<file path="config.mk">
export PLATFORM = sky130hd
export DESIGN_NAME = uart_tx_scheduler
export DESIGN_NICKNAME = d
export VERILOG_FILES = /design/src/rtl/uart_pkg.sv /design/src/rtl/uart_tx_scheduler_rr_arbiter.sv /design/src/rtl/uart_tx_scheduler.sv
export SDC_FILE = /design/constraint.sdc
export NUM_CORES = 1
export LEC_CHECK = 0
export CAP_MARGIN = 25
export CORE_ASPECT_RATIO = 0.6
export CORE_UTILIZATION = 63
export CTS_CLUSTER_DIAMETER = 150
export DETAILED_ROUTE_END_ITERATION = 8
export DONT_BUFFER_PORTS = 1
export HOLD_SLACK_MARGIN = 0.02
export PLACE_DENSITY = 0.89
export SYNTH_ARGS = -nofsm -noshare
export SYNTH_HDL_FRONTEND = slang
export SYNTH_SLANG_ARGS = --single-unit
</file>
<file path="constraint.sdc">
create_clock -name clk -period 2.5 [get_ports clk]
set_clock_uncertainty 0.1 [all_clocks]
set_input_delay 0.75 -clock clk [delete_from_list [all_inputs] [get_ports clk]]
set_output_delay 0.75 -clock clk [all_outputs]
set_load 0.05 [all_outputs]
</file>
<file path="src/rtl/uart_pkg.sv">
// uart_pkg: shared UART encodings, scheduler state and latched frame configuration.
package uart_pkg;
  localparam logic [1:0] PAR_NONE = 2'b00;
  localparam logic [1:0] PAR_ODD = 2'b01;
  localparam logic [1:0] PAR_EVEN = 2'b10;
  localparam logic [1:0] BAUD_9600 = 2'b00;
  localparam logic [1:0] BAUD_19200 = 2'b01;
  localparam logic [1:0] BAUD_57600 = 2'b10;
  localparam logic [1:0] BAUD_115200 = 2'b11;
  typedef enum logic [1:0] {S_IDLE, S_GRANT, S_START, S_WAIT_DONE} sched_state_e;
  typedef struct packed {
    logic dnum;
    logic snum;
    logic [1:0] par;
    logic [1:0] bd_rate;
  } frame_cfg_t;
endpackage

</file>
<file path="src/rtl/uart_tx_scheduler_rr_arbiter.sv">
// rr_arbiter: combinational round-robin pick of the first request at or above ptr, wrapping.
module rr_arbiter #(
  parameter int N = 4
) (
  input  logic [N-1:0] req,
  input  logic [2:0]   ptr,
  output logic [N-1:0] gnt,
  output logic [2:0]   idx
);
  logic [N-1:0] hi, src;
  always_comb begin
    hi = req & ~((N'(1) << ptr) - N'(1));
    src = |hi ? hi : req;
    gnt = src & (~src + N'(1));
    idx = '0;
    for (int i = 0; i < N; i++) idx = gnt[i] ? 3'(i) : idx;
  end
endmodule

</file>
<file path="src/rtl/uart_tx_scheduler.sv">
// uart_tx_scheduler: round-robin sharing of one UART transmitter among N_REQ byte producers.
module uart_tx_scheduler
  import uart_pkg::*;
#(
  parameter int N_REQ = 4,
  parameter int TO_W = 20,
  parameter int TIMEOUT = 1000000
) (
  input  logic             clk,
  input  logic             rst_n,
  input  logic [N_REQ-1:0] req,
  input  logic [8*N_REQ-1:0] req_data,
  input  logic             cfg_dnum,
  input  logic             cfg_snum,
  input  logic [1:0]       cfg_par,
  input  logic [1:0]       cfg_bd_rate,
  input  logic             tx_done,
  output logic [N_REQ-1:0] gnt,
  output logic             tx_start,
  output logic [7:0]       tx_data,
  output logic             tx_dnum,
  output logic             tx_snum,
  output logic [1:0]       tx_par,
  output logic [1:0]       tx_bd_rate,
  output logic             busy,
  output logic [2:0]       owner,
  output logic             timeout_err
);
  sched_state_e state_q, state_d;
  logic [2:0] ptr_q, ptr_d, owner_q, owner_d, arb_idx;
  logic [7:0] data_q, data_d, byte_sel;
  frame_cfg_t cfg_q, cfg_d;
  logic [TO_W-1:0] cnt_q, cnt_d;
  logic [N_REQ-1:0] arb_gnt;
  logic to_hit;
  rr_arbiter #(.N(N_REQ)) u_arb (.req(req), .ptr(ptr_q), .gnt(arb_gnt), .idx(arb_idx));
  always_comb begin
    byte_sel = '0;
    for (int i = 0; i < N_REQ; i++) byte_sel |= arb_gnt[i] ? req_data[8*i +: 8] : 8'h00;
  end
  assign to_hit = cnt_q == TO_W'(TIMEOUT - 1);
  always_comb begin
    state_d = state_q;
    ptr_d = ptr_q;
    owner_d = owner_q;
    data_d = data_q;
    cfg_d = cfg_q;
    cnt_d = cnt_q;
    case (state_q)
      S_IDLE: if (|req) begin
        state_d = S_GRANT;
        owner_d = arb_idx;
        data_d = {cfg_dnum & byte_sel[7], byte_sel[6:0]};
        cfg_d = '{dnum: cfg_dnum, snum: cfg_snum, par: cfg_par, bd_rate: cfg_bd_rate};
      end
      S_GRANT: state_d = S_START;
      S_START: begin
        state_d = S_WAIT_DONE;
        cnt_d = '0;
      end
      default: begin
        cnt_d = cnt_q + 1'b1;
        if (tx_done || to_hit) begin
          state_d = S_IDLE;
          ptr_d = owner_q == 3'(N_REQ - 1) ? 3'd0 : owner_q + 3'd1;
        end
      end
    endcase
  end
  always_ff @(posedge clk or negedge rst_n)
    if (!rst_n) begin
      state_q <= S_IDLE;
      ptr_q <= '0;
      owner_q <= '0;
      data_q <= '0;
      cfg_q <= '0;
      cnt_q <= '0;
    end else begin
      state_q <= state_d;
      ptr_q <= ptr_d;
      owner_q <= owner_d;
      data_q <= data_d;
      cfg_q <= cfg_d;
      cnt_q <= cnt_d;
    end
  assign gnt = state_q == S_GRANT ? N_REQ'(1) << owner_q : '0;
  assign tx_start = state_q == S_START;
  assign busy = state_q != S_IDLE;
  assign timeout_err = state_q == S_WAIT_DONE && !tx_done && to_hit;
  assign owner = owner_q;
  assign tx_data = data_q;
  assign tx_dnum = cfg_q.dnum;
  assign tx_snum = cfg_q.snum;
  assign tx_par = cfg_q.par;
  assign tx_bd_rate = cfg_q.bd_rate;
endmodule
</file>
==> impl_metrics.toml, run 1 <==
[run_status]
outcome = "complete, but fails checks"
violations = "setup timing"

[cells_and_area]
area_delta_synth_final_pct = 16.3
diodes = 0
drive_above_1_share_pct = 17.1
fin_util_pct = 79.8
design_area_mm2 = 0.00270
finalNetCount = 341
fin_cells = 331
fill_cells = 198

[power]
seq_power_share_pct = 40.8
p_leak_nw = 1.26
comb_power_share_pct = 43.5
power_density_mw_per_mm2 = 1340
sw_frac_of_total_pct = 50.7
clock_power_share_pct = 15.8
internal-power_mw = 1.79
p_sw_mw = 1.84
peakVddDrop_v = 0.000929
fin_total_pwr_mw = 3.63

[clock_network]
cts_tree = "done"
clock-root-buffer = "clkbuf_8"
cts_max_path_buffers = 2
clock_sinks = 40
clkLatencyLatePin_ns = 0.29
hold_buffers = 0
clk_pin_slew_worst_paths_ns = 0.08
numCtsBuffers = 5
htreeDepth = 2

[drt]
drcViolationCount = 0
vias = 2143
ant_nets = 0
drt_iter0_markers = 260
detail_route.vias_per_cell = 6.47
routedWlPerCell_um = 18.8
routed_wirelength_mm = 6.24
dr.pass1.iters = 5

[synth]
synth_nets = 317
synthFlopType = "dfrtp_1"
ys_seq_elements = 40
netlist_area_mm2 = 0.00232
synth.avg_cell_area_um2 = 8.90
yosysUniqueCellTypes = 46
yosysWarnings = 0
synth_edf_count = 0
syn_inst = 261
ys_seq_area_share_pct = 43.1
synthArstFlopShare_pct = 100

[sta]
rsz0062_at_grt = "true"
timing.final.max_slew_violations = 0
fmax_ghz = 0.393
fin_ws_ns = -0.0422
setup_viol = 1
period_minus_slack_ns = 2.54
tns_ns = -0.0422
hold_ws_ns = 0.0488
maxSlewHeadroom_pct = 56.4
worst_slew_pin_slew_ns = 0.654
hold_violations = 0
timing.final.crit_share_pct = 102

[die]
initial_core_util_pct = 68.6
die_area_mm2 = 0.00394
core_area_mm2 = 0.00338
ios = 69
die_w_um = 80.4
rows = 16
die_h_um = 49.0

[placed_design]
dp_hpwl_mm = 4.03
numPortBuffers = 0
placed_area_mm2 = 0.00243
gp_congestion = 0.886
dp.cells = 309
dp_slack_ns = 0.108

[flow_run]
maxCapViolations = 0

[setup_path]
required_ns = 1.65
end_kind = "output pin"
path_class = "reg -> out"
start_kind = "flip-flop"
critPathArrivalTime_ns = 1.69
cp_max_fo = 3

[min_path]
hold_path.class = "in -> async"

[grt]
track_usage_pct = 33.2
grt_pass1_vias = 1959
antenna_found_initial = 0
overflow = 0
grt_max_degree = 41
grt_pass1_wl_mm = 9.71
kinds of logic (layout without fill, tap and decap cells):
logic type | count (synthesis) | in the layout | share of synthesized area [%]
flip-flops | 40 | 40 | 43.1
XOR/XNOR | 14 | 14 | 5.28
buffers and inverters | 16 | 41 | 3.18
multiplexers | 5 | 5 | 2.32
AND/OR/NAND/NOR | 133 | 133 | 28.3
adder cells (fa/ha/maj) | 11 | 11 | 5.93
AO/OA/AOI/OAI | 41 | 41 | 11.7
other | 1 | 1 | 0.161
cells in the final DEF, fill, tap and decap left out, types with 7 or more instances in the layout:
| cell | netlist | layout |
|---|---|---|
| a221oi_1 | 8 | 8 |
| a31oi_1 | 9 | 9 |
| buf_4 | 1 | 24 |
| clkbuf_8 | 0 | 7 |
| dfrtp_1 | 40 | 39 |
| ha_1 | 11 | 10 |
| inv_1 | 8 | 8 |
| nand2_1 | 54 | 54 |
| nand3_1 | 9 | 8 |
| nor2_1 | 29 | 28 |
| nor3_1 | 7 | 7 |
| o21ai_0 | 7 | 7 |
| xor2_1 | 11 | 11 |
power by group through the flow:
| stage | Clock (mW) | Sequential, mW | Combinational [mW] |
|---|---|---|---|
| after CTS | 0.574 | 1.46 | 1.50 |
| final | 0.572 | 1.48 | 1.58 |
| after global routing | 0.609 | 1.50 | 1.74 |
| after detailed placement | 0 | 1.47 | 1.44 |
| after global placement | 0 | 1.46 | 1.38 |
| after floorplan | 0 | 1.46 | 1.08 |
critical path, stage by stage, from the launching register on:
cell,delay [ns]
dfrtp_1,0.39
and3_1,0.21
and4b_1,0.21
and4_4,0.25
and3b_2,0.21
buf_12,0.13
synth_stat cells, types with 2 or more instances:
library cell  instances  area share [%]
dfrtp_1              40              43
nor3_1                7             1.5
o21ai_0               7             1.5
o22ai_1               2            0.54
xor2_1               11             4.1
a21o_1                2            0.65
xnor2_1               3             1.1
and3b_1               2            0.75
and3_1                5             1.3
a21oi_1               5             1.1
nor4_4                2             1.8
mux2i_1               2            0.86
and2_1                5             1.3
and4_1                2            0.75
nand4_1               4             1.1
clkbuf_1              4            0.65
mux2_2                3             1.5
nor2_1               29             4.7
nand2_1              54             8.7
inv_1                 8             1.3
buf_2                 2            0.43
a221oi_1              8             3.0
nand3_1               9             1.9
o21ai_1               4            0.86
a31oi_1               9             2.4
ha_1                 11             5.9
nand2b_1              2            0.54
cell type report:
type                    instances  area, µm²  share of cell area (%)
clock buffers                   7       96.3                    3.57
inverters                       8       30.0                    1.11
repair buffers                 25        200                    7.41
multi-input cells             205       1290                    47.6
well taps                      45       56.3                    2.08
flip-flops and latches         40       1000                    37.1
clock inverters                 1       30.0                    1.11
routing by layer:
metal	vias up	global-route usage (%)	wire length, µm
met1	1015	48.7	2560
met4	0	8.93	136
met3	18	6.92	645
met2	154	50.1	2900
met5	-	0	0
li1	956	-	-
worst paths after layout:
| check | start | end | slack (ns) | cells past startpoint |
|---|---|---|---|---|
| hold reg to reg | cnt_q[19] | cnt_q[19] | 0.45 | 2 |
| hold / removal | rst_n | cnt_q[17] | 0.05 | 0 |
| min in group clk | cnt_q[19] | cnt_q[19] | 0.45 | 2 |
| setup reg to reg | state_q[0] | cnt_q[18] | 0.10 | 7 |
| setup / recovery | cnt_q[18] | timeout_err | -0.04 | 5 |
| max in group asynchronous | rst_n | cnt_q[15] | 2.15 | 0 |
sequential cells by signal, indices dropped and copies added (netlist names):
signal      cells
ptr_q           2
owner           2
cnt_q          20
tx_dnum         1
tx_snum         1
tx_data         8
state_q         2
tx_bd_rate      2
tx_par          2
what timing repair did:
action,CTS,global route
endpoints found under the setup margin,1,2
pin swaps,4,4
buffers inserted,9,4
resized for setup,7,3
(Power assumes the default switching activity.)
==> run 2, diff against run 1 <==
--- a/config.mk
+++ b/config.mk
@@ -17,2 +17,3 @@
 export SYNTH_HDL_FRONTEND = slang
+export SYNTH_HIERARCHICAL = 1
 export SYNTH_SLANG_ARGS = --single-unit
--- a/constraint.sdc
+++ b/constraint.sdc
@@ -4,2 +4,2 @@
 set_output_delay 0.75 -clock clk [all_outputs]
-set_load 0.05 [all_outputs]
+set_load 0.005 [all_outputs]
==> impl_metrics.toml, run 2 <==
[setup_path]
cp-startpoint = "cnt_q[10]"
crit_path_end = "timeout_err"
r2r_end = "tx_data[0]"
required_ns = 1.65
cp_max_fo = 5
start_kind = "flip-flop"
path_class = "reg -> out"
end_kind = "output pin"
reg2reg_depth = 11
reg2reg_slack_ns = -0.13
critPathArrivalTime_ns = 1.81
r2r-start = "ptr_q[0]"

[clock_network]
clock_sinks = 42
cts_max_path_buffers = 2
clkLatencyLatePin_ns = 0.31
clock-root-buffer = "clkbuf_8"
htreeDepth = 2
numCtsBuffers = 5
clk_pin_slew_worst_paths_ns = 0.08
cts_tree = "done"

[die]
core_area_mm2 = 0.00376
die_area_mm2 = 0.00428
die_w_um = 83.8
ios = 69
initial_core_util_pct = 67.2
die_h_um = 51.1
rows = 17

[power]
comb_power_share_pct = 54.9
seq_power_share_pct = 30.3
internal-power_mw = 2.19
power_density_mw_per_mm2 = 1180
p_sw_mw = 1.52
clock_power_share_pct = 14.8
sw_frac_of_total_pct = 41.0
peakVddDrop_v = 0.000746
p_leak_nw = 1.35

[cells_and_area]
fin_util_pct = 83.4
final_common_cell = "dfrtp_1"
layout_common_cells = "dfrtp_1, buf_4, nand2_1"
drive_above_1_share_pct = 31.8
diodes = 0
regMostFlops = "cnt_q"
area_delta_synth_final_pct = 24.1
largest_reg_flops = 20
finalNetCount = 354
design_area_mm2 = 0.00314

[synth]
synth_nets = 319
synthAdderAreaFrac_pct = 5.44
ys_seq_area_share_pct = 41.5
synth-xor-area-share_pct = 4.15
syn_inst = 263
synthFlopType = "dfrtp_1"
yosys.area_share.simple_pct = 21.9
yosysUniqueCellTypes = 49
synth_edf_count = 0
yosysMostFrequentCell = "dfrtp_1"
netlist_area_mm2 = 0.00253
yosys-top-cells-count = "dfrtp_1, nand2_1, o21ai_0"
yosysWarnings = 6
synthTopCellsByArea = "dfrtp_1, ha_1, mux2_2"
muxShareOfSynthArea_pct = 6.68
synth_top_family_by_area = "simple AND/OR/NAND/NOR gates"
synth_top_area_share_pct = 41.5
synth.avg_cell_area_um2 = 9.62
synth_top_area_cell = "dfrtp_1"
ys_seq_elements = 42
synthArstFlopShare_pct = 100
synth-compound-area-share_pct = 16.6

[sta]
fin_ws_ns = -0.155
timing.final.max_slew_violations = 0
worst_slew_pin_slew_ns = 0.599
maxSlewHeadroom_pct = 59.9
setup_viol = 9
timing.final.crit_share_pct = 106
rsz0062_at_grt = "true"
period_minus_slack_ns = 2.66
fmax_ghz = 0.377
hold_violations = 0
tns_ns = -0.687

[grt]
track_usage_pct = 35.9
grt_max_degree = 43
grt_pass1_wl_mm = 11.4
overflow = 0
antenna_found_initial = 0
grt_pass1_vias = 2257

[drt]
drt_iter0_markers = 282
drcViolationCount = 6
routedWlPerCell_um = 22.4
vias = 2436
ant_nets = 0
detail_route.vias_per_cell = 7.04
dr.pass1.iters = 7
routed_wirelength_mm = 7.76

[run_status]
outcome = "complete, but fails checks"
violations = "DRC, setup timing"

[flow_run]
maxCapViolations = 0

[placed_design]
dp_hpwl_mm = 4.35
dp_slack_ns = -0.492
numPortBuffers = 0
gp_congestion = 0.943
placed_area_mm2 = 0.00274

[min_path]
hold_path.class = "in -> async"
[run 2: what timing repair did]
item,CTS,global route
hold endpoints to repair,0,12
hold buffers,0,1
pin swaps,15,12
resized for setup,25,19
gates cloned,0,0
setup endpoints to repair,9,16
setup buffers,16,1
[run 2: critical path, cell delays in order (launching register included)]
cell and delay, ns:
dfrtp_1 0.45, nor4_2 0.26, nand4b_1 0.23, nor4_4 0.33, and3b_2 0.24
[run 2: per-stage QoR]
step	cells	power [mW]	hold WS [ns]
floorplan	263	2.15	0.354
global placement	320	2.56	0.356
detailed placement	320	2.65	0.356
CTS	344	3.44	0.0291
global route	346	3.89	0.0225
finish	346	3.71	0.0300
[run 2: power groups by stage]
| stage | Combinational, mW | Sequential [mW] | Clock (mW) |
|---|---|---|---|
| floorplan | 1.10 | 1.06 | 0 |
| CTS | 1.80 | 1.10 | 0.539 |
| finish | 2.04 | 1.12 | 0.551 |
| detailed placement | 1.54 | 1.11 | 0 |
| global placement | 1.47 | 1.10 | 0 |
| global route | 2.18 | 1.14 | 0.573 |
[run 2: cell type report]
type                            instances  area (µm²)
Clock buffer                            7        76.3
Multi-Input combinational cell        198        1550
Clock inverter                          1        30.0
Timing Repair Buffer                   39         330
Tap cell                               47        58.8
Sequential cell                        42        1050
Inverter                               12        45.0
Fill cell                             190         626
[run 2: cells by family (layout without fill, tap and decap cells)]
| group | after synthesis | after routing |
|---|---|---|
| AO/OA/AOI/OAI | 61 | 61 |
| XOR/XNOR | 12 | 12 |
| adder cells (fa/ha/maj) | 11 | 11 |
| buffers and inverters | 23 | 59 |
| flip-flops | 42 | 42 |
| multiplexers | 14 | 14 |
| other | 1 | 1 |
| AND/OR/NAND/NOR | 99 | 99 |
[run 2: routing by layer]
metal | GRT usage [%] | part of all wire (%) | vias up
met5 | 0 | 0 | -
met2 | 58.9 | 45 | 195
met3 | 7.75 | 12 | 30
met1 | 48.7 | 41 | 1199
li1 | - | - | 1012
met4 | 10.6 | 2.6 | 0
[run 2: worst min path at each step]
| stage | start | to | slack, ns | cells after the start |
|---|---|---|---|---|
| after global routing | rst_n | tx_bd_rate[1] | 0.02 | 0 |
| after global placement | rst_n | ptr_q[1] | 0.36 | 0 |
| after detailed placement | rst_n | owner[2] | 0.36 | 0 |
| after floorplan | rst_n | cnt_q[0] | 0.35 | 0 |
| final | rst_n | cnt_q[0] | 0.03 | 0 |
| after CTS | rst_n | tx_par[0] | 0.03 | 0 |
==> run 3, diff against run 2 <==
Settings changed: SYNTH_HIERARCHICAL 1 to unset.
==> impl_metrics.toml, run 3 (synthesis gave the netlist of run 1 again) <==
[power]
internal-power_mw = 1.70
p_sw_mw = 1.25
comb_power_share_pct = 44.6
power_density_mw_per_mm2 = 1160
seq_power_share_pct = 37.6
fin_total_pwr_mw = 2.94
peakVddDrop_v = 0.000772
p_leak_nw = 1.17
clock_power_share_pct = 17.8
sw_frac_of_total_pct = 42.4

[clock_network]
clock-root-buffer = "clkbuf_8"
clk_pin_slew_worst_paths_ns = 0.08
cts_max_path_buffers = 2
clkLatencyLatePin_ns = 0.30
htreeDepth = 2
clock_sinks = 40
numCtsBuffers = 5
cts_tree = "done"
hold_buffers = 0

[sta]
maxSlewHeadroom_pct = 66.4
fmax_ghz = 0.409
worst_slew_pin_slew_ns = 0.503
setup_viol = 0
period_minus_slack_ns = 2.44
hold_violations = 0
timing.final.max_slew_violations = 0
fin_ws_ns = 0.0576
timing.final.crit_share_pct = 97.7

[setup_path]
r2r_end = "state_q[1]"
reg2reg_slack_ns = 0.15
required_ns = 1.65
start_kind = "flip-flop"
reg2reg_depth = 6
cp_max_fo = 4
critPathArrivalTime_ns = 1.59
end_kind = "output pin"
r2r-start = "state_q[0]"
path_class = "reg -> out"

[drt]
ant_nets = 0
detail_route.vias_per_cell = 6.25
routed_wirelength_mm = 5.49
dr.pass1.iters = 5
routedWlPerCell_um = 17.4
drt_iter0_markers = 105
drcViolationCount = 0
vias = 1976

[grt]
busiest_layer = "met2"
grt_pass1_wl_mm = 8.40
grt_pass1_vias = 1777
track_usage_pct = 29.1
met3_usage_pct = 10.1
grt.met2_usage_pct = 42.8
antenna_found_initial = 0
met1_usage_pct = 39.0
overflow = 0
grt_max_degree = 41

[cells_and_area]
area_delta_synth_final_pct = 9.59
diodes = 0
finalNetCount = 326
fin_cells = 316
final_common_cell = "nand2_1"
fill_cells = 240
drive_above_1_share_pct = 10.7
largest_reg_flops = 20
regMostFlops = "cnt_q"
layout_common_cells = "nand2_1, dfrtp_1, nor2_1"

[placed_design]
dp.cells = 303
dp_slack_ns = 0.230
dp_hpwl_mm = 3.83
gp_congestion = 0.885
numPortBuffers = 0

[die]
die_h_um = 49.0
rows = 16
initial_core_util_pct = 68.6
die_area_mm2 = 0.00394
core_area_mm2 = 0.00338
ios = 69
die_w_um = 80.4

[min_path]
hold_path.class = "in -> async"

[run_status]
outcome = "finished, final reports clean"

[flow_run]
maxCapViolations = 0
-- run 3: layer usage --
metal	share of wire, %	vias up
li1	-	928
met1	45	916
met2	44	115
met3	9.1	17
met4	2.1	0
met5	0	-
-- run 3: power by group through the flow --
| stage | logic, mW | registers [mW] | clock network (mW) |
|---|---|---|---|
| after floorplan | 0.961 | 1.03 | 0 |
| after global placement | 1.17 | 1.09 | 0 |
| after detailed placement | 1.21 | 1.10 | 0 |
| after CTS | 1.22 | 1.09 | 0.532 |
| after global routing | 1.46 | 1.13 | 0.561 |
| final | 1.31 | 1.11 | 0.524 |
-- run 3: how the worst max path moves through the flow --
stage,start,endpoint,slack [ns],cells past startpoint
global route,cnt_q[0],timeout_err,-0.02,5
floorplan,cnt_q[0],timeout_err,0.44,5
detailed placement,cnt_q[0],timeout_err,0.23,5
CTS,cnt_q[0],timeout_err,0.007,5
finish,cnt_q[0],timeout_err,0.06,5
global placement,cnt_q[0],timeout_err,0.25,5
-- run 3: metrics by stage --
stage                     area (µm²)  utilization, %  hold WS [ns]  TNS [ns]
final                           2540            75.2        0.0382         0
after global routing            2540            75.2        0.0219   -0.0204
after CTS                       2490            73.6        0.0285         0
after detailed placement        2370            70.1         0.355         0
after global placement          2370            70.1         0.355         0
after floorplan                 2320               -         0.354         0
-- run 3: area by class of cell --
cell class | instances | area, µm² | share of cell area [%]
multi-input combinational | 205 | 1270 | 50.1
clock buffer | 6 | 72.6 | 2.85
sequential | 40 | 1000 | 39.3
timing repair buffer | 10 | 75.1 | 2.95
tap | 45 | 56.3 | 2.21
inverter | 8 | 30.0 | 1.18
clock inverter | 2 | 35.0 | 1.38
-- run 3: critical path, cell delays in order, from the launching register on --
cell and delay, ns:
dfrtp_1 0.42, ha_4 0.18, nand3_2 0.12, nor2_4 0.15, and4_4 0.26, and3b_1 0.17
-- run 3: what timing repair did --
action,CTS,global route
setup endpoints to repair,1,1
pin swaps,1,3
buffers inserted,1,4
gates resized for setup,2,5
